[src/rtl/uart_frame_loader_pkg.sv]
// Shared types and constants for the UART frame loader and its receiver core.
package uart_frame_loader_pkg;

  typedef enum logic [1:0] {HUNT, LOAD, CHECK} loader_state_t;

  typedef enum logic [2:0] {
    RX_IDLE,
    RX_START,
    RX_DATA,
    RX_STOP,
    RX_WAIT_HIGH
  } rx_state_t;

  localparam logic [7:0] SYNC_BYTE_DEFAULT = 8'hA5;

  // Oversampling divider: round(clk_hz / (baud * 16)), never below 1.
  function automatic int calc_div(input int clk_hz, input int baud);
    int d;
    d = (clk_hz + baud * 8) / (baud * 16);
    return (d < 1) ? 1 : d;
  endfunction

endpackage

[src/rtl/uart_frame_loader_rx_core.sv]
// 8N1 UART receiver: 2-FF synchroniser, 16x oversampling tick, bit-level FSM.
module uart_rx_core
  import uart_frame_loader_pkg::*;
#(
  parameter int CLK_HZ = 100_000_000,
  parameter int BAUD   = 115200
) (
  input  logic       clk_i,
  input  logic       rst_i,
  input  logic       rxd_i,
  output logic [7:0] rx_data_o,
  output logic       rx_valid_o,
  output logic       rx_frame_err_o
);

  localparam int DIV = calc_div(CLK_HZ, BAUD);
  localparam int TW  = (DIV > 1) ? $clog2(DIV) : 1;

  logic          sync1_q, sync2_q;
  rx_state_t     state_q;
  logic [TW-1:0] tick_cnt_q;
  logic [3:0]    os_cnt_q;
  logic [2:0]    bit_idx_q;
  logic [7:0]    shift_q;
  logic [7:0]    data_q;
  logic          valid_q;
  logic          err_q;
  logic          tick;

  assign tick           = (tick_cnt_q == TW'(DIV - 1));
  assign rx_data_o      = data_q;
  assign rx_valid_o     = valid_q;
  assign rx_frame_err_o = err_q;

  always_ff @(posedge clk_i) begin
    if (rst_i) begin
      sync1_q    <= 1'b1;
      sync2_q    <= 1'b1;
      state_q    <= RX_IDLE;
      tick_cnt_q <= '0;
      os_cnt_q   <= '0;
      bit_idx_q  <= '0;
      shift_q    <= '0;
      data_q     <= '0;
      valid_q    <= 1'b0;
      err_q      <= 1'b0;
    end else begin
      sync1_q <= rxd_i;
      sync2_q <= sync1_q;
      valid_q <= 1'b0;
      err_q   <= 1'b0;
      // The tick phase restarts at every start edge so sampling is centred.
      if (state_q == RX_IDLE || state_q == RX_WAIT_HIGH || tick) tick_cnt_q <= '0;
      else tick_cnt_q <= tick_cnt_q + 1'b1;
      case (state_q)
        RX_IDLE: begin
          if (!sync2_q) begin
            state_q  <= RX_START;
            os_cnt_q <= '0;
          end
        end
        RX_START: begin
          if (tick) begin
            if (os_cnt_q == 4'd7) begin
              os_cnt_q  <= '0;
              bit_idx_q <= '0;
              state_q   <= sync2_q ? RX_IDLE : RX_DATA;
            end else begin
              os_cnt_q <= os_cnt_q + 4'd1;
            end
          end
        end
        RX_DATA: begin
          if (tick) begin
            os_cnt_q <= os_cnt_q + 4'd1;
            if (os_cnt_q == 4'd15) begin
              shift_q   <= {sync2_q, shift_q[7:1]};
              bit_idx_q <= bit_idx_q + 3'd1;
              if (bit_idx_q == 3'd7) state_q <= RX_STOP;
            end
          end
        end
        RX_STOP: begin
          if (tick) begin
            os_cnt_q <= os_cnt_q + 4'd1;
            if (os_cnt_q == 4'd15) begin
              if (sync2_q) begin
                data_q  <= shift_q;
                valid_q <= 1'b1;
                state_q <= RX_IDLE;
              end else begin
                err_q   <= 1'b1;
                state_q <= RX_WAIT_HIGH;
              end
            end
          end
        end
        RX_WAIT_HIGH: begin
          if (sync2_q) state_q <= RX_IDLE;
        end
        default: state_q <= RX_IDLE;
      endcase
    end
  end

endmodule

[src/rtl/uart_frame_loader.sv]
// UART frame deframer feeding an 8-bit AXI-Stream through a small FIFO.
// Optional trailer XOR checksum check is enabled by defining UART_FRAME_CHECKSUM_EN.
module uart_frame_loader
  import uart_frame_loader_pkg::*;
#(
  parameter int         CLK_HZ      = 100_000_000,
  parameter int         BAUD        = 115200,
  parameter int         FRAME_BYTES = 3072,
  parameter int         FIFO_DEPTH  = 16,
  parameter logic [7:0] SYNC_BYTE   = SYNC_BYTE_DEFAULT
) (
  input  logic       sys_clock,
  input  logic       reset,
  input  logic       usb_uart_rxd,
  output logic [7:0] m_axis_tdata,
  output logic       m_axis_tvalid,
  input  logic       m_axis_tready,
  output logic       m_axis_tlast,
  output logic       frame_done,
  output logic       busy,
  output logic       err_framing,
  output logic       err_overflow
`ifdef UART_FRAME_CHECKSUM_EN
  ,
  output logic       err_checksum
`endif
);

  localparam int PTR_W = $clog2(FIFO_DEPTH);
  localparam int CNT_W = $clog2(FRAME_BYTES + 1);

  logic [7:0]       rx_data;
  logic             rx_valid;
  logic             rx_frame_err;

  loader_state_t    state_q;
  logic [CNT_W-1:0] cnt_q;
  logic [7:0]       byte_q;
  logic             byte_valid_q;
  logic             frame_done_q;
  logic             err_framing_q;
  logic             err_overflow_q;
`ifdef UART_FRAME_CHECKSUM_EN
  logic [7:0]       xor_q;
  logic             err_checksum_q;
`endif

  logic [8:0]       mem_q [FIFO_DEPTH];
  logic [PTR_W-1:0] wr_ptr_q, rd_ptr_q;
  logic [PTR_W:0]   count_q;
  logic [8:0]       rd_word;
  logic             full, pop, push_req, push_ok, push_last;

  uart_rx_core #(.CLK_HZ(CLK_HZ), .BAUD(BAUD)) u_rx (
    .clk_i          (sys_clock),
    .rst_i          (reset),
    .rxd_i          (usb_uart_rxd),
    .rx_data_o      (rx_data),
    .rx_valid_o     (rx_valid),
    .rx_frame_err_o (rx_frame_err)
  );

  // Stream contract: a beat moves on tvalid && tready; tvalid is the FIFO
  // non-empty flag only, and the head word is held until it is popped.
  assign rd_word       = mem_q[rd_ptr_q];
  assign m_axis_tvalid = (count_q != '0);
  assign m_axis_tdata  = m_axis_tvalid ? rd_word[7:0] : 8'h00;
  assign m_axis_tlast  = m_axis_tvalid & rd_word[8];
  assign pop           = m_axis_tvalid & m_axis_tready;
  assign full          = (count_q == (PTR_W+1)'(FIFO_DEPTH));
  assign push_req      = byte_valid_q & (state_q == LOAD);
  assign push_ok       = push_req & (~full | pop);
  assign push_last     = (cnt_q == CNT_W'(FRAME_BYTES - 1));

  assign frame_done    = frame_done_q;
  assign busy          = (state_q != HUNT);
  assign err_framing   = err_framing_q;
  assign err_overflow  = err_overflow_q;
`ifdef UART_FRAME_CHECKSUM_EN
  assign err_checksum  = err_checksum_q;
`endif

  always_ff @(posedge sys_clock) begin
    if (push_ok) mem_q[wr_ptr_q] <= {push_last, byte_q};
  end

  always_ff @(posedge sys_clock) begin
    if (reset) begin
      wr_ptr_q <= '0;
      rd_ptr_q <= '0;
      count_q  <= '0;
    end else begin
      if (push_ok) wr_ptr_q <= wr_ptr_q + 1'b1;
      if (pop)     rd_ptr_q <= rd_ptr_q + 1'b1;
      case ({push_ok, pop})
        2'b10:   count_q <= count_q + 1'b1;
        2'b01:   count_q <= count_q - 1'b1;
        default: count_q <= count_q;
      endcase
    end
  end

  always_ff @(posedge sys_clock) begin
    if (reset) begin
      state_q        <= HUNT;
      cnt_q          <= '0;
      byte_q         <= '0;
      byte_valid_q   <= 1'b0;
      frame_done_q   <= 1'b0;
      err_framing_q  <= 1'b0;
      err_overflow_q <= 1'b0;
`ifdef UART_FRAME_CHECKSUM_EN
      xor_q          <= '0;
      err_checksum_q <= 1'b0;
`endif
    end else begin
      byte_q       <= rx_data;
      byte_valid_q <= rx_valid;
      frame_done_q <= 1'b0;
      if (rx_frame_err) err_framing_q <= 1'b1;
      if (byte_valid_q) begin
        case (state_q)
          HUNT: begin
            if (byte_q == SYNC_BYTE) begin
              state_q <= LOAD;
              cnt_q   <= '0;
`ifdef UART_FRAME_CHECKSUM_EN
              xor_q   <= '0;
`endif
            end
          end
          LOAD: begin
            if (!push_ok) begin
              // No room: drop the byte and abandon the rest of the frame.
              err_overflow_q <= 1'b1;
              state_q        <= HUNT;
            end else begin
`ifdef UART_FRAME_CHECKSUM_EN
              xor_q <= xor_q ^ byte_q;
`endif
              if (push_last) begin
                frame_done_q <= 1'b1;
`ifdef UART_FRAME_CHECKSUM_EN
                state_q      <= CHECK;
`else
                state_q      <= HUNT;
`endif
              end else begin
                cnt_q <= cnt_q + 1'b1;
              end
            end
          end
`ifdef UART_FRAME_CHECKSUM_EN
          CHECK: begin
            if (byte_q != xor_q) err_checksum_q <= 1'b1;
            state_q <= HUNT;
          end
`endif
          default: state_q <= HUNT;
        endcase
      end
    end
  end

endmodule
[config.mk]
export PLATFORM = sky130hd
export DESIGN_NAME = uart_frame_loader
export DESIGN_NICKNAME = d
export VERILOG_FILES = /design/src/rtl/uart_frame_loader_pkg.sv /design/src/rtl/uart_frame_loader_rx_core.sv /design/src/rtl/uart_frame_loader.sv
export SDC_FILE = /design/constraint.sdc
export NUM_CORES = 1
export LEC_CHECK = 0
export ABC_AREA = 1
export CAP_MARGIN = 5
export CORE_ASPECT_RATIO = 1.25
export CORE_UTILIZATION = 50
export CTS_BUF_LIST = sky130_fd_sc_hd__clkbuf_8
export DETAILED_ROUTE_END_ITERATION = 12
export PLACE_DENSITY = 0.66
export RECOVER_POWER = 50
export SYNTH_ARGS = -nofsm -noshare
export SYNTH_HDL_FRONTEND = slang
export SYNTH_HIERARCHICAL = 1
export SYNTH_SLANG_ARGS = --single-unit
[constraint.sdc]
create_clock -name sys_clock -period 2.05 [get_ports sys_clock]
set_clock_uncertainty 0.1 [all_clocks]
set_input_delay 0.5125 -clock sys_clock [delete_from_list [all_inputs] [get_ports sys_clock]]
set_output_delay 0.5125 -clock sys_clock [all_outputs]
set_load 0.01 [all_outputs]
**Word-level counts from Yosys, hierarchy flattened**

Memories as Yosys holds them, arrays and structs flattened. A register that Yosys moved wholly into a read port is not among the register bits.
Cells that the tools add are included.

- Reductions and logical operators: 22
- Muxes and demuxes: 39
- Bitwise logic cells: 12
- $add $sub $neg: 8
- Equal/unequal tests: 28

Operators with widths:

| cell | number |
|---|---|
| $mux W3 | 14 |
| $mux W12 | 3 |
| $mux W4 | 6 |
| $pmux W12 S2 | 1 |
| $ne A2 B1 Y1 const B | 9 |
| $pmux W3 S5 | 1 |
| $add A12 B1 Y12 const B | 1 |
| $add A4 B1 Y4 const B | 3 |
| $eq A12 B12 Y1 const B | 1 |
| $pmux W4 S3 | 1 |
| $pmux W5 S2 | 1 |
| $reduce_and A5 Y1 | 2 |
| $reduce_and A3 Y1 | 3 |
| $reduce_and A9 Y1 | 1 |
| $eq A8 B8 Y1 const B | 1 |
| $mux W2 | 4 |
| $mux W8 | 1 |
| $ne A2 B2 Y1 const B | 4 |
| $reduce_and A4 Y1 | 2 |
| $reduce_bool A2 Y1 | 4 |
| $reduce_or A4 Y1 | 2 |
| $not A1 Y1 | 7 |
| $add A6 B1 Y6 const B | 1 |
| $eq A3 B2 Y1 const B | 2 |
| other kinds (23) | 34 |

- Input port bits: 4
- Output and inout port bits: 14
- Word-level logic and storage cells: 130
- Bits in registers: 75
- Bits in writable memories: 144
- Memories kept: 1

Memory list:

| memory | words | bits a word | read ports | clocked after Yosys merged registers in | wr ports | RTL line | RTL |
|---|---|---|---|---|---|---|---|
| mem_q | 16 | 9 | 1 | 1 | 1 | uart_frame_loader.sv:48 | `logic [8:0] mem_q [FIFO_DEPTH];` |

**Logic depth before layout (Yosys ltp)**

Gate-level depths: netlist (run 1).

- Word-level depth: 6
- Depth in mapped cells: 15
- Gate-level depth less buffers: 15

**Modules after synthesis**

The synthesis (run 1) kept the hierarchy.

Modules (own cells, without submodules):

| module | times used | sequential area each (sq um) | area each (sq um) | cells each |
|---|---|---|---|---|
| uart_frame_loader | 1 | 5165.0 | 7968.9 | 786 |
| uart_rx_core | 1 | 720.7 | 1621.6 | 224 |

**Worst setup path before layout (run 1)**

OpenSTA, ideal clock, no wires.

- Path kind: input to register
- From: in m_axis_tready
- To: reg count_q[4]
- Cell stages on the path: 13
- Setup slack: 0.111 ns
- Arrival time: 1.724 ns
- Library setup time: 0.115 ns
- Data required time: 1.835 ns
- Path buffers: 0
- Cells stage by stage: nor2_1 > nand3_1 > nand2_4 > nand2_2 > fa_1 > inv_1 > nand2_1 > nand2_1 > a21oi_1 > inv_1 > nand2_1 > a21oi_1 > nor2_1

- Word-level cells in the longest chain between the ends: 5
- Elaborated cells between the ends (all ways): 7
- Those cells by class: eq/ne (2); mux (1); bitwise (3); reduce/logical (1)

Ends and longest elaborated chain:

| item | RTL line | RTL |
|---|---|---|
| from (decl) | uart_frame_loader.sv:17 | `input logic m_axis_tready,` |
| $and A1 B1 Y1 (*) | uart_frame_loader.sv:69 | `assign pop = m_axis_tvalid & m_axis_tready;` |
| $or A1 B1 Y1 | uart_frame_loader.sv:72 | `assign push_ok = push_req & (~full \| pop);` |
| $and A1 B1 Y1 | uart_frame_loader.sv:72 |  |
| $eq A2 B1 Y1 or $eq A2 B2 Y1 (tied branches) | uart_frame_loader.sv:95 | `case ({push_ok, pop})` |
| $pmux W5 S2 or $reduce_bool A2 Y1 (tied branches) | n/a |  |
| to (signal assigned) | uart_frame_loader.sv:96 | `2'b10: count_q <= count_q + 1'b1;` |
| to (signal assigned) | uart_frame_loader.sv:97 | `2'b01: count_q <= count_q - 1'b1;` |
| to (signal assigned) | uart_frame_loader.sv:98 | `default: count_q <= count_q;` |
| to (decl) | uart_frame_loader.sv:50 | `logic [PTR_W:0] count_q;` |

Every way passes the cells marked *; elsewhere a longest branch is shown, timed or not.
A chain may end at the register's enable or synchronous reset.

==> results of run 1 <==
==> worst max-delay path, cell delays in order (launching register included) <==
cell	delay, ns
dfxtp_4	0.42
buf_12	0.15
buf_4	0.18
nand2_2	0.06
nand3_2	0.06
nand3_2	0.09
a21oi_2	0.17
o21a_1	0.16
buf_2	0.13
==> cell families (layout without fill, tap and decap cells) <==
logic type	count (synthesis)	after routing	synth area share
xor gates and xnor gates	7	7	0.00639
and+or+nand+nor	566	566	0.258
adders and majority gates	15	15	0.0204
buffers and inverters	117	269	0.0524
DFF	222	222	0.614
AOI/OAI and AO/OA	83	83	0.0489
==> how the worst min path moves through the flow <==
stage / startpoint / endpoint / slack, ns
final: u_rx/sync1_q$_SDFF_PP1_ / u_rx/sync2_q$_SDFF_PP1_ / 0.31
after global routing: u_rx/sync1_q$_SDFF_PP1_ / u_rx/sync2_q$_SDFF_PP1_ / 0.32
after CTS: u_rx/sync1_q$_SDFF_PP1_ / u_rx/sync2_q$_SDFF_PP1_ / 0.31
after detailed placement: u_rx/sync1_q$_SDFF_PP1_ / u_rx/sync2_q$_SDFF_PP1_ / 0.30
after global placement: u_rx/rx_valid_o$_SDFF_PP0_ / byte_valid_q$_SDFF_PP0_ / 0.29
after floorplan: u_rx/rx_valid_o$_SDFF_PP0_ / byte_valid_q$_SDFF_PP0_ / 0.29
==> per-stage QoR <==
step	instance area [sq um]	setup TNS [ns]	power, uW	hold WS, ns	worst slack (ns)
final	12000	-5.92	12900	0.308	-0.505
after global routing	12000	-18.85	13500	0.323	-0.576
after CTS	11900	-4.34	12700	0.310	-0.492
after detailed placement	10600	-31.97	8330	0.296	-0.434
after global placement	10600	-31.65	8290	0.289	-0.409
after floorplan	9590	0	6970	0.288	0.111
==> flip-flops by register name, summed over array words and instances (netlist names), 4 cells and up, named ones only <==
signal and count:
wr_ptr_q 4, count_q 5, u_rx/os_cnt_q 4, cnt_q 12, u_rx/shift_q 8, u_rx/rx_data_o 8
u_rx/tick_cnt_q 6, rd_ptr_q 4, byte_q 8, mem_q 144
==> placed cells by master, fill, tap and decap left out, types with 4 or more instances in the layout <==
| master | count |
|---|---|
| a21oi_1 | 16 |
| a21oi_2 | 26 |
| buf_12 | 9 |
| buf_16 | 5 |
| buf_2 | 9 |
| buf_4 | 67 |
| buf_6 | 12 |
| buf_8 | 4 |
| clkbuf_1 | 11 |
| clkbuf_8 | 36 |
| clkinv_1 | 7 |
| clkinv_2 | 6 |
| clkinvlp_4 | 4 |
| dfxtp_1 | 69 |
| dfxtp_2 | 8 |
| edfxtp_1 | 144 |
| ha_1 | 11 |
| inv_1 | 74 |
| inv_2 | 11 |
| nand2_1 | 240 |
| nand2_2 | 29 |
| nand2_4 | 6 |
| nand3_1 | 89 |
| nand3_2 | 53 |
| nor2_1 | 128 |
| nor2_2 | 4 |
| o21a_1 | 10 |
| o21ai_0 | 25 |
| xor2_1 | 4 |
==> area by class of cell <==
| cell class | count | area share |
|---|---|---|
| timing repair buffer | 129 | 0.102 |
| tap | 232 | 0.0242 |
| multi-input combinational | 671 | 0.305 |
| clock buffer | 36 | 0.0413 |
| sequential | 222 | 0.492 |
| clock inverter | 23 | 0.00887 |
| inverter | 81 | 0.0266 |
==> where the power goes <==
group | switching, uW | leakage [uW] | internal [uW] | total (uW)
registers | 149 | 0.00201 | 4850 | 5000
logic | 2510 | 0.00247 | 2050 | 4560
clock network | 1690 | 0.000340 | 1630 | 3320
total | 4340 | 0.00482 | 8530 | 12900
==> timing repair <==
action                     in CTS  in global routing
setup buffers                  22                  2
cloned                          8                  0
pin swaps                      58                 36
gates resized for setup       154                 56
setup endpoints to repair      13                 14
==> cells in the mapped netlist (2+ instances only) <==
| master | number |
|---|---|
| nor2_1 | 127 |
| o21ai_1 | 3 |
| buf_2 | 18 |
| nor2_2 | 5 |
| edfxtp_1 | 144 |
| clkinv_1 | 3 |
| inv_1 | 65 |
| ha_1 | 14 |
| nand4_1 | 3 |
| xor2_1 | 4 |
| nand2_1 | 261 |
| nor2_4 | 3 |
| buf_1 | 2 |
| or2_2 | 3 |
| nand2_2 | 12 |
| inv_2 | 11 |
| nand2_4 | 2 |
| buf_4 | 2 |
| nor3_1 | 2 |
| clkbuf_1 | 11 |
| nand4_4 | 2 |
| o21a_1 | 10 |
| xnor2_1 | 3 |
| nand3_1 | 141 |
| nand3_4 | 2 |
| buf_6 | 2 |
| dfxtp_1 | 78 |
| a21oi_2 | 7 |
| o21ai_0 | 25 |
| a21oi_1 | 37 |
| clkinv_2 | 2 |
==> metal layers <==
metal	vias up	GRT usage	wire [microns]
met5	-	0	0
met4	0	0.110	902
met3	58	0.0403	1190
met2	203	0.431	11800
met1	3385	0.277	9310
li1	3619	-	-
==> results_dict.tcl, run 1 <==
set metrics [dict create \
    run_status "complete, but fails checks" \
    failed_checks "setup timing" \
    maxSlewViolCount 0 \
    synthesis.instances 1010 \
    regToRegSetupSlack_ns -0.28 \
    worstSkewPairLatency_ns 0.53 \
    cp-start-kind "flip-flop" \
    final_period_util 1.25 \
    share_of_final_layout_standard_cells_stronger_than_drive_strength_1 0.271 \
    grt_antenna_before_repair 0 \
    dp_cells 1306 \
    synth_enable_flop_cells 144 \
    floorplan.die.width_microns 126 \
    yosysSeqAreaShare 0.614 \
    synth_nets 1029 \
    cts_hold_buffers 0 \
    design.final.nets 1159 \
    worst-setup-path-type "flip-flop to output pin" \
    route.detailed.vias_per_inst 5.21 \
    hold_path_depth 1 \
    wirelength_mm 23.2 \
    number_of_inserted_filler_cells_in_the_final_layout 1499 \
    cts_made_buffers 35 \
    p_leak_uw 0.00482 \
    flow.area_growth_from_synthesis_pct 25.1 \
    grt_pass1_vias 7026 \
    drt_first_pass_iters 5 \
    die_area_sq_mm 0.0197 \
    layout_setup_ws_ns -0.505 \
    synth_area_leaders "edfxtp_1, dfxtp_1, nand2_1, nand3_1, nor2_1" \
    layoutNonFillerInstCount 1394 \
    drt_iter0_markers 501 \
    dp.final_hpwl_mm 13.6 \
    synth_area_per_cell_sq_um 9.50 \
    power.density_cell_area_mw_per_mm2 1070 \
    worstHoldPathType "flip-flop to flip-flop" \
    synth.lib_cells_used.distinct 37 \
    core_area_sq_mm 0.0188 \
    numClockSinks 222 \
    routability_cong 0.830 \
    netlist.area_leader.share 0.451 \
    max-vdd-ir-drop_v 0.000616 \
    worst_setup_path_endpoint "m_axis_tlast" \
    tightest_slew_ns 0.867 \
    route.detailed.drc 0 \
    achievable-frequency_ghz 0.391 \
    clock_tree.root_cell "clkbuf_8" \
    num_rows 56 \
    postSynth.asyncResetShare 0 \
    clock_pin_slew_of_the_registers_on_the_worst_case_setup_and_hold_paths_ns 0.06 \
    crit_required_ns 1.44 \
    area.sequential_sq_mm 0.00590 \
    max_cap_viol_count 0 \
    postRouteAntennaNets 0 \
    synth.cell_area_sq_mm 0.00959 \
    worst_r2r_src "count_q[0]$_SDFFE_PP0P_" \
    grt_setup_unrepaired "true" \
    fin_crit_ns 2.55 \
    wl_per_cell_microns 16.7 \
    max-clock-path-buffers 3 \
    fin_util 0.639 \
    worstReg2RegEnd "count_q[4]$_SDFFE_PP0P_" \
    cts-htree-levels 2 \
    globalRoute.totalOverflow 0 \
    setup_viol 63 \
    floorplan.initialDensity 0.511 \
    place.port_buffers 17 \
    synth_warnings 6 \
    grt_pass1_wl_mm 36.0 \
    crit_path_end_kind "output pin" \
    multi_input_area_sq_mm 0.00366 \
    yosys_most_used_dff "edfxtp_1" \
    r2r_cells 17 \
    endpoints_failing_hold 0 \
    boundaryPins 18 \
    num_antenna_cells 0 \
    grt_use_total 0.239 \
    yosysTopAreaCell "edfxtp_1" \
    worst_slew_margin_rel 0.422 \
    route.vias.total 7265 \
    pin_count_of_the_biggest_net_entering_global_routing 29 \
    timing.critical_path.fanout_max 6 \
    tritoncts "done" \
    die_y_microns 157 \
    timing.critical_path.arrival_ns 1.94 \
    ys_ff_latch 222 \
]
Power figures use the tool's default switching activity.
==> run 2: changes to the inputs <==
--- a/config.mk
+++ b/config.mk
@@ -8,6 +8,7 @@
 export ABC_AREA = 1
 export CAP_MARGIN = 5
 export CORE_ASPECT_RATIO = 1.25
+export CORE_MARGIN = 2
 export CORE_UTILIZATION = 50
 export CTS_BUF_LIST = sky130_fd_sc_hd__clkbuf_8
 export DETAILED_ROUTE_END_ITERATION = 12
==> run 2 against run 1 <==
- critical endpoint is now m_axis_tdata[6]
- sequential share of layout area grew 0.46 points
- non-clock buffer count fell by 13
- the flow still finishes with violations (setup timing)
- clock-buffer cell count is 5 higher
- final cell count decreased by 1.2%
- global-route usage fell by 1.9 points
==> results_dict.tcl, run 2 (same netlist as run 1, synthesis figures left out) <==
set metrics [dict create \
    floorplan.die.width_microns 128 \
    die_y_microns 159 \
    place.port_buffers 17 \
    num_antenna_cells 0 \
    share_of_final_layout_standard_cells_stronger_than_drive_strength_1 0.253 \
    dp.final_hpwl_mm 13.8 \
    failed_checks "setup timing" \
    critical-path-top-delay-family "buffers and inverters" \
    final_common_cell "nand2_1" \
    largest_register_ff_count 144 \
    register_containing_the_most_flip_flops_in_the_final_layout "mem_q" \
    grt_use_total 0.219 \
    fin_crit_ns 2.60 \
    numClockSinks 222 \
    num_rows 56 \
    dp_cells 1307 \
    die_area_sq_mm 0.0203 \
    grt_setup_unrepaired "true" \
    cp_cell_sequence "clkinv_8 > buf_8 > buf_16 > nand2_1 > nand3_1 > nand3_2 > a21oi_2 > o21a_1 > buf_2" \
    setup_viol 18 \
    final_design_area_no_fill_sq_mm 0.0119 \
    power.density_cell_area_mw_per_mm2 1070 \
    core_area_sq_mm 0.0188 \
    placedInstanceArea_sq_mm 0.0106 \
    boundaryPins 18 \
    timing.critical_path.arrival_ns 1.99 \
    layout_setup_ws_ns -0.552 \
    worstSkewPairLatency_ns 0.52 \
    maxSlewViolCount 0 \
    worstPathBufferInverterCount 4 \
    timing.critical_path.fanout_max 7 \
    grt_pass1_vias 7127 \
    route.detailed.vias_per_inst 5.24 \
    worstHoldPathType "flip-flop to flip-flop" \
    achievable-frequency_ghz 0.384 \
    layoutNonFillerInstCount 1377 \
    layout_common_cells "nand2_1, edfxtp_1, nor2_1" \
    run_status "complete, but fails checks" \
    tightest_slew_ns 1.03 \
    max-vdd-ir-drop_v 0.000682 \
    wl_per_cell_microns 16.0 \
    pin_count_of_the_biggest_net_entering_global_routing 24 \
    route.vias.total 7214 \
    p_leak_uw 0.00473 \
    cts-htree-levels 2 \
    clock_pin_slew_of_the_registers_on_the_worst_case_setup_and_hold_paths_ns 0.06 \
    worst_slew_margin_rel 0.310 \
    grt_pass1_wl_mm 34.7 \
    timing.critical_path.slowest_cell_delay_ns 0.44 \
    grt_antenna_before_repair 0 \
    max_cap_viol_count 0 \
    crit_path_end_kind "output pin" \
    design.final.nets 1146 \
    final_period_util 1.27 \
    cp-start-kind "flip-flop" \
    wirelength_mm 22.1 \
    postRouteAntennaNets 0 \
    floorplan.initialDensity 0.511 \
    flow.area_growth_from_synthesis_pct 23.8 \
    max-clock-path-buffers 3 \
    clock_tree.root_cell "clkbuf_8" \
    worst-setup-path-type "flip-flop to output pin" \
    cts_made_buffers 35 \
    globalRoute.totalOverflow 0 \
    fin_util 0.632 \
    endpoints_failing_hold 0 \
    cpMaxStageDelayCell "dfxtp_4" \
    cts_hold_buffers 0 \
    drt_iter0_markers 456 \
    tritoncts "done" \
    route.detailed.drc 0 \
    layout_top_registers "mem_q x144, cnt_q x12" \
    routability_cong 0.815 \
    crit_required_ns 1.44 \
    drt_first_pass_iters 5 \
]
-- run 2: cell count changes in the layout (fill, tap and decap cells not counted), moves of 5 or more --
cell      delta
nand3_1      +7
nand2_1      -5
nand2_2      +5
buf_4        -7
clkbuf_8     +5
nand3_2      -8
-- run 2: worst reg2reg max path, stage by stage, from the launching register on --
cell and delay, ns:
dfxtp_1 0.31, nor2_1 0.19, nand3_1 0.27, clkbuf_1 0.20
nand2_4 0.08, inv_1 0.08, nand2_4 0.09, fa_2 0.22
inv_2 0.04, nand2_2 0.06, nand2_2 0.07, a21oi_4 0.17
inv_2 0.05, nand2_2 0.07, nand3_1 0.07, nand2_1 0.06
nor2_1 0.04
-- run 2: routing by layer --
metal  vias up  track usage  wire, microns
met3        53       0.0364           1100
met5         -            0              0
met1      3390        0.251           8700
met4         0       0.0904            656
li1       3579            -              -
met2       192        0.401          11600
-- run 2: area by class of cell --
cell class                 instances  area, sq um
inverter                          81          319
fill                            1506         6900
tap                              232          290
clock inverter                    14         81.3
timing repair buffer             116         1100
clock buffer                      41          564
multi-input combinational        671         3620
sequential                       222         5890
-- run 2: path summary, 6_finish.rpt --
path / to / cells after the start / startpoint / slack, ns
setup reg to reg: count_q[4]$_SDFFE_PP0P_ / 16 / count_q[0]$_SDFFE_PP0P_ / -0.21
hold reg to reg: byte_valid_q$_SDFF_PP0_ / 2 / u_rx/rx_valid_o$_SDFF_PP0_ / 0.30
hold / removal: byte_valid_q$_SDFF_PP0_ / 2 / u_rx/rx_valid_o$_SDFF_PP0_ / 0.30
setup / recovery: m_axis_tdata[6] / 9 / flip-flop / -0.55
-- run 2: stage by stage --
stage	TNS (ns)	setup slack, ns	hold WS [ns]	power, uW
2_1_floorplan	0	0.111	0.288	6970
3_3_place_gp	-34.36	-0.409	0.289	8390
3_5_place_dp	-37.91	-0.518	0.298	8440
4_1_cts	-4.49	-0.519	0.309	12600
5_1_grt	-13.53	-0.620	0.330	13400
6_report	-5.34	-0.552	0.300	12800
-- run 2: what timing repair did --
| item | 4_1_cts | 5_1_grt |
|---|---|---|
| setup endpoints to repair | 12 | 12 |
| pin swaps | 32 | 29 |
| setup buffers | 9 | 2 |
| gates cloned | 6 | 0 |
| resized for setup | 121 | 57 |
-- run 2: where the power goes --
group	internal, uW	switching [uW]	leakage, uW
Combinational	1880	2350	0.00236
Sequential	4840	144	0.00201
Clock	1920	1630	0.000360
==> run 3: changes to the inputs <==
--- a/config.mk
+++ b/config.mk
@@ -9,10 +9,10 @@
 export CAP_MARGIN = 5
 export CORE_ASPECT_RATIO = 1.25
 export CORE_MARGIN = 2
-export CORE_UTILIZATION = 50
+export CORE_UTILIZATION = 55
 export CTS_BUF_LIST = sky130_fd_sc_hd__clkbuf_8
 export DETAILED_ROUTE_END_ITERATION = 12
-export PLACE_DENSITY = 0.66
+export PLACE_DENSITY = 0.72
 export RECOVER_POWER = 50
 export SYNTH_ARGS = -nofsm -noshare
 export SYNTH_HDL_FRONTEND = slang
==> run 3 against run 2 <==
- register-to-register slack worse by 0.10 ns
- the flow still finishes with violations (setup timing)
- critical path depth is 1 higher
- die area decreased by 8.8%
==> results_dict.tcl, run 3 (same netlist as run 1, synthesis figures left out) <==
set metrics [dict create \
    tightest_slew_ns 0.861 \
    timing.critical_path.slowest_cell_delay_ns 0.39 \
    power.density_cell_area_mw_per_mm2 1120 \
    cp_cell_sequence "clkinv_4 > buf_12 > buf_12 > buf_16 > nand2_1 > nand3_2 > nand3_2 > a21oi_2 > o21a_1 > buf_2" \
    timing.critical_path.fanout_max 5 \
    num_antenna_cells 0 \
    dp_cells 1287 \
    fin_crit_ns 2.65 \
    crit_path_end_kind "output pin" \
    grt_use_total 0.247 \
    design.final.nets 1138 \
    routability_cong 0.858 \
    core_area_sq_mm 0.0173 \
    worst_slew_margin_rel 0.426 \
    endpoints_failing_hold 0 \
    final.setup.tns_ns -6.31 \
    cpMaxStageDelayCell "dfxtp_4" \
    worstHoldPathType "flip-flop to flip-flop" \
    layoutNonFillerInstCount 1368 \
    flow.area_growth_from_synthesis_pct 24.7 \
    boundaryPins 18 \
    grt_pass1_vias 7083 \
    num_rows 54 \
    tritoncts "done" \
    dp.final_hpwl_mm 13.1 \
    clock_pin_slew_of_the_registers_on_the_worst_case_setup_and_hold_paths_ns 0.07 \
    wl_per_cell_microns 16.8 \
    gr-usage-met2 0.446 \
    setup_viol 32 \
    worstSkewPairLatency_ns 0.52 \
    max-vdd-ir-drop_v 0.000813 \
    floorplan.die.width_microns 122 \
    drt_iter0_markers 578 \
    final_period_util 1.29 \
    numClockSinks 222 \
    grtUsageMet3 0.0513 \
    largest_register_ff_count 144 \
    wirelength_mm 23.0 \
    failed_checks "setup timing" \
    max_cap_viol_count 0 \
    cts-htree-levels 2 \
    register_containing_the_most_flip_flops_in_the_final_layout "mem_q" \
    achievable-frequency_ghz 0.377 \
    grt_antenna_before_repair 0 \
    max-clock-path-buffers 3 \
    timing.critical_path.arrival_ns 2.04 \
    grt_pass1_wl_mm 34.9 \
    route.detailed.vias_per_inst 5.42 \
    maxSlewViolCount 0 \
    p_leak_uw 0.00480 \
    drt_first_pass_iters 5 \
    layout_common_cells "nand2_1, edfxtp_1, nor2_1" \
    run_status "complete, but fails checks" \
    post-layout-total-power_uw 13400 \
    cts_made_buffers 35 \
    die_area_sq_mm 0.0185 \
    place.port_buffers 17 \
    layout_setup_ws_ns -0.600 \
    route.vias.total 7414 \
    worst-setup-path-type "flip-flop to output pin" \
    final_common_cell "nand2_1" \
    pin_count_of_the_biggest_net_entering_global_routing 37 \
    route.detailed.drc 0 \
    share_of_final_layout_standard_cells_stronger_than_drive_strength_1 0.247 \
    gr-max-usage-layer "met2" \
    grt_util_met1 0.274 \
    crit_required_ns 1.44 \
    cp-start-kind "flip-flop" \
    floorplan.initialDensity 0.554 \
    grt_setup_unrepaired "true" \
    postRouteAntennaNets 0 \
    clock_tree.root_cell "clkbuf_8" \
    final.hold.worst_slack_ns 0.306 \
    globalRoute.totalOverflow 0 \
    layout_top_registers "mem_q x144, cnt_q x12" \
    cts_hold_buffers 0 \
    die_y_microns 152 \
]
==> run 3: metal layers <==
metal | vias to the layer above | wire length [microns] | share of wire
li1 | 3569 | - | -
met1 | 3471 | 8350 | 0.36
met2 | 295 | 11900 | 0.52
met3 | 79 | 1710 | 0.074
met4 | 0 | 1030 | 0.045
met5 | - | 0 | 0
==> run 3: worst paths after layout <==
check	depth (start not counted)	startpoint	end	slack [ns]
max	10	flip-flop	m_axis_tdata[2]	-0.60
min	2	u_rx/rx_valid_o$_SDFF_PP0_	byte_valid_q$_SDFF_PP0_	0.31
max reg2reg	16	count_q[1]$_SDFFE_PP0P_	count_q[4]$_SDFFE_PP0P_	-0.31
min reg2reg	2	u_rx/rx_valid_o$_SDFF_PP0_	byte_valid_q$_SDFF_PP0_	0.31
==> run 3: layout make-up <==
type / count / area [sq um]
Timing Repair Buffer: 108 / 1080
Clock buffer: 46 / 633
Fill cell: 1279 / 5340
Sequential cell: 222 / 5900
Tap cell: 224 / 280
Multi-Input combinational cell: 671 / 3620
Inverter: 81 / 314
Clock inverter: 16 / 143
==> run 3: critical path: cells and delay by family, from the launching register on <==
kind,cells,cell delay (ns)
buffers and inverters,5,0.61
DFF,1,0.39
and+or+nand+nor,3,0.27
AOI/OAI and AO/OA,2,0.24
==> run 3: metrics by stage <==
| step | worst slack [ns] | util | instance area [sq um] |
|---|---|---|---|
| global route | -0.638 | 0.692 | 12000 |
| detailed placement | -0.443 | 0.606 | 10500 |
| global placement | -0.403 | 0.606 | 10500 |
| floorplan | 0.111 | - | 9590 |
| CTS | -0.541 | 0.684 | 11800 |
| finish | -0.600 | 0.692 | 12000 |
==> run 3: power by group <==
part,internal (uW),total [uW],switching [uW]
logic,1870,4320,2450
registers,4850,4980,129
clock network,2380,4070,1680
==> run 3: what timing repair did <==
item,in CTS,in global routing
cloned,8,1
gates resized for setup,125,63
setup endpoints to repair,13,21
pin swaps,41,33
setup buffers,11,4
